File: src/rtl/ifetch.sv
// rtl/ifetch.sv - instruction fetch stage: PC, ROM address, 2-entry fetch queue to decode
module ifetch #(
  parameter logic [31:0] RESET_PC = 32'h0000_0000
) (
  input  logic        clk,
  input  logic        rst_n,
  output logic [31:0] imem_addr,
  input  logic [31:0] imem_instr,
  input  logic        redirect_valid,
  input  logic [31:0] redirect_pc,
  output logic        id_valid,
  input  logic        id_ready,
  output logic [31:0] id_pc,
  output logic [31:0] id_instr
);

  logic [31:0] fetch_pc_q, fetch_pc_d;
  logic [1:0]  count_q, count_d;
  logic        rd_ptr_q, rd_ptr_d;
  logic        wr_ptr_q, wr_ptr_d;
  logic [31:0] pc_mem_q [2];
  logic [31:0] pc_mem_d [2];
  logic [31:0] instr_mem_q [2];
  logic [31:0] instr_mem_d [2];
  logic        deq;
  logic        push;

  assign imem_addr = fetch_pc_q;
  assign id_valid  = (count_q != 2'd0);
  assign id_pc     = pc_mem_q[rd_ptr_q];
  assign id_instr  = instr_mem_q[rd_ptr_q];

  assign deq  = id_valid & id_ready;
  // A full queue can still accept the fetch when decode drains the head in the same cycle.
  assign push = !redirect_valid & ((count_q != 2'd2) | deq);

  always_comb begin
    fetch_pc_d  = fetch_pc_q;
    count_d     = count_q;
    rd_ptr_d    = rd_ptr_q;
    wr_ptr_d    = wr_ptr_q;
    pc_mem_d    = pc_mem_q;
    instr_mem_d = instr_mem_q;
    if (redirect_valid) begin
      fetch_pc_d = {redirect_pc[31:2], 2'b00};
      count_d    = 2'd0;
      rd_ptr_d   = 1'b0;
      wr_ptr_d   = 1'b0;
    end else begin
      if (push) begin
        pc_mem_d[wr_ptr_q]    = fetch_pc_q;
        instr_mem_d[wr_ptr_q] = imem_instr;
        wr_ptr_d              = ~wr_ptr_q;
        fetch_pc_d            = fetch_pc_q + 32'd4;
      end
      if (deq) begin
        rd_ptr_d = ~rd_ptr_q;
      end
      count_d = count_q + {1'b0, push} - {1'b0, deq};
    end
  end

  always_ff @(posedge clk or negedge rst_n) begin
    if (!rst_n) begin
      fetch_pc_q     <= RESET_PC;
      count_q        <= 2'd0;
      rd_ptr_q       <= 1'b0;
      wr_ptr_q       <= 1'b0;
      pc_mem_q[0]    <= 32'd0;
      pc_mem_q[1]    <= 32'd0;
      instr_mem_q[0] <= 32'd0;
      instr_mem_q[1] <= 32'd0;
    end else begin
      fetch_pc_q     <= fetch_pc_d;
      count_q        <= count_d;
      rd_ptr_q       <= rd_ptr_d;
      wr_ptr_q       <= wr_ptr_d;
      pc_mem_q[0]    <= pc_mem_d[0];
      pc_mem_q[1]    <= pc_mem_d[1];
      instr_mem_q[0] <= instr_mem_d[0];
      instr_mem_q[1] <= instr_mem_d[1];
    end
  end

endmodule

File: config.mk
export PLATFORM = sky130hd
export DESIGN_NAME = ifetch
export DESIGN_NICKNAME = d
export VERILOG_FILES = /design/src/rtl/ifetch.sv
export SDC_FILE = /design/constraint.sdc
export NUM_CORES = 1
export LEC_CHECK = 0
export CAP_MARGIN = 15
export CORE_MARGIN = 3
export CORE_UTILIZATION = 35
export CTS_CLUSTER_DIAMETER = 50
export DETAILED_ROUTE_END_ITERATION = 8
export MAX_ROUTING_LAYER = met4
export PLACE_DENSITY = 0.6
export SYNTH_ARGS = -nofsm -noshare
export SYNTH_HDL_FRONTEND = slang
export SYNTH_SLANG_ARGS = --single-unit
File: constraint.sdc
create_clock -name clk -period 2.4 [get_ports clk]
set_input_delay 0.48 -clock clk [delete_from_list [all_inputs] [get_ports clk]]
set_output_delay 0.48 -clock clk [all_outputs]
set_load 0.03 [all_outputs]
==> flow_metrics.tcl <==
set metrics [dict create \
    io_pins 165 \
    nNetsFinal 804 \
    postCtsHoldBufs 0 \
    p_leak_uw 0.00405 \
    finalHoldViolCount 0 \
    finalWirelength_um 18600 \
    io_buffers 158 \
    die_x_um 153 \
    finClkSkew_ns 0.00993 \
    grt_start_max_net_pins 56 \
    cts-buffers-inserted 17 \
    yosysSeqAreaShare_pct 52.5 \
    place_congestion 0.771 \
    synth_edf_count 0 \
    cts_buffer_depth 2 \
    synth_largest_area_cell "dfrtp_1" \
    post-route-min-period_ns 2.30 \
    async_flop_share_pct 100 \
    met1_usage_pct 20.8 \
    slew_headroom_pct 64.2 \
    drc 0 \
    area_growth_syn_to_layout_pct 32.3 \
    end_kind "primary output" \
    period_share_pct 96.0 \
    ir_worst_vdd_uv 460 \
    avgSynthCellArea_um2 13.0 \
    netlist_area_mm2 0.00753 \
    cts_resized 60 \
    clock-root-buffer "clkbuf_16" \
    tightest_slew_ns 0.537 \
    drv_slew 0 \
    finalSetupViolations 0 \
    viasPerCell 5.08 \
    total_power_uw 11900 \
    cp.arrival_ns 1.82 \
    dr_total_vias 5188 \
    die_y_um 153 \
    critPathKind "register to primary output" \
    yosys_warnings 0 \
    cts_setup_buffers 0 \
    numClockSinks 158 \
    globalRouteMet3Util_pct 3.95 \
    utilization_pct 47.2 \
    clk_pin_slew_ns 0.06 \
    grt_busiest_layer "met2" \
    postRouteAntennaNets 0 \
    startpoint_type "register" \
    max_freq_mhz 434 \
    yosysMostFrequentCell "mux2_2" \
    cts_tree "built" \
    cp.required_ns 1.92 \
    antenna_found_initial 1 \
    pwr_density_cell_mw_per_mm2 1190 \
    outcome "finished, final reports clean" \
    fp-row-count 53 \
    h-tree-depth 4 \
    grt_overflow 0 \
    setup_tns_ns 0 \
    synth_cell_types 51 \
    routedWlPerCell_um 18.2 \
    hp-class "input pin to async pin" \
    clk_latency_ns 0.42 \
    start_util_pct 35.7 \
    drive_gt1_share_pct 33.0 \
    dp_hpwl_um 12900 \
    crit_path_max_fanout 35 \
    synth_cells 578 \
    dieArea_mm2 0.0233 \
    synth_area_leaders "dfrtp_1, mux2_2, buf_6" \
    synthFlopType "dfrtp_1" \
    dr.pass1.iters 4 \
    yosys.area.top_type_share_pct 52.5 \
    grt_pass1_wl_um 30400 \
    grt_pass1_vias 5685 \
    rsz0062_at_grt "false" \
    synth_seq_cells 158 \
    core_area_mm2 0.0211 \
    yosys-top-cells-count "mux2_2, dfrtp_1, nor2_1, nand2_1, a31oi_1" \
    grtUsageTotal_pct 16.7 \
    use_met2_pct 27.3 \
    drv_cap 0 \
    dr.first_iter.drc_count 194 \
]
-- where the power goes --
| group | leakage, uW | internal [uW] | switching, uW |
|---|---|---|---|
| Clock | 0.000291 | 1630 | 1100 |
| Combinational | 0.00192 | 2300 | 2660 |
| Sequential | 0.00184 | 3660 | 545 |
-- critical path, stage by stage (launching register included) --
cell and delay (ns):
dfrtp_2 0.41, buf_12 0.26, mux2_2 0.37, dlygate4sd2_1 0.36
-- state kept, by name (all words and copies together), names as in the netlist --
name and flops:
instr_mem_q 64, pc_mem_q 60, imem_addr 30, count_q 2, rd_ptr_q 1, wr_ptr_q 1
-- area by class of cell --
class | count | area, um2
timing repair buffer | 178 | 1750
multi-input combinational | 372 | 3290
fill | 1869 | 11100
sequential | 158 | 3960
clock inverter | 11 | 129
tap | 275 | 344
inverter | 6 | 22.5
antenna | 1 | 2.50
clock buffer | 21 | 470
-- final timing paths --
| kind | slack, ns | depth (start not counted) | startpoint | to |
|---|---|---|---|---|
| max in group asynchronous | 1.67 | 2 | rst_n | rd_ptr_q |
| min reg2reg | 0.49 | 1 | pc_mem_q[55] | pc_mem_q[55] |
| min in group clk | 0.49 | 1 | pc_mem_q[55] | pc_mem_q[55] |
| min | 0.02 | 1 | rst_n | instr_mem_q[37] |
| max | 0.1 | 3 | rd_ptr_q | id_pc[18] |
| max reg2reg | 0.43 | 4 | imem_addr[11] | imem_addr[18] |
-- layout by cell type (no fill, tap or decap), types with 2 or more instances in the layout --
cell type and instances:
a21oi_1 3, a311o_1 3, a31oi_1 16, and2_1 3, and3_1 6, and3_4 2
and4_1 3, buf_12 8, buf_4 14, bufinv_16 2, clkbuf_16 17, clkbuf_8 3
clkdlybuf4s50_1 95, clkinv_2 2, clkinvlp_4 2, conb_1 4, dfrtp_1 157, dlygate4sd2_1 60
ha_1 3, inv_1 5, inv_6 4, mux2_1 8, mux2_2 178, nand2_1 22
nand3_1 12, nand4_1 11, nor2_1 23, nor2b_1 2, nor3_1 3, o21ai_0 8
o31ai_1 15, or4_1 15, xnor2_1 6, xor2_1 5
-- metal layers --
metal,vias to the layer above,wire length (um),share of wire [%]
met5,-,0,0
met4,0,190,1.0
met3,12,987,5.3
met2,142,9050,49
met1,2601,8400,45
li1,2433,-,-
-- metrics by stage --
stage / setup WS (ns) / instances / hold WS (ns) / cell area (um2)
2_1_floorplan: 0.472 / 581 / 0.184 / 7540
3_3_place_gp: 0.0773 / 989 / 0.464 / 9440
3_5_place_dp: 0.0435 / 989 / 0.476 / 9440
4_1_cts: 0.0563 / 1021 / 0.0248 / 9960
5_1_grt: 0.0341 / 1022 / 0.0499 / 9960
6_report: 0.0962 / 1022 / 0.0224 / 9960
-- cell families (layout without fill, tap and decap cells) --
| kind of cell | count (synthesis) | count (layout) | synth area share (%) |
|---|---|---|---|
| buffers and inverters | 51 | 216 | 4.17 |
| AOI/OAI and AO/OA | 50 | 50 | 4.52 |
| muxes | 187 | 187 | 27.9 |
| and+or+nand+nor | 117 | 117 | 9.05 |
| adders and majority gates | 3 | 3 | 0.498 |
| DFF | 158 | 158 | 52.5 |
| xor gates and xnor gates | 11 | 11 | 1.28 |
| other | 1 | 5 | 0.0498 |
Power figures use the tool's default switching activity.
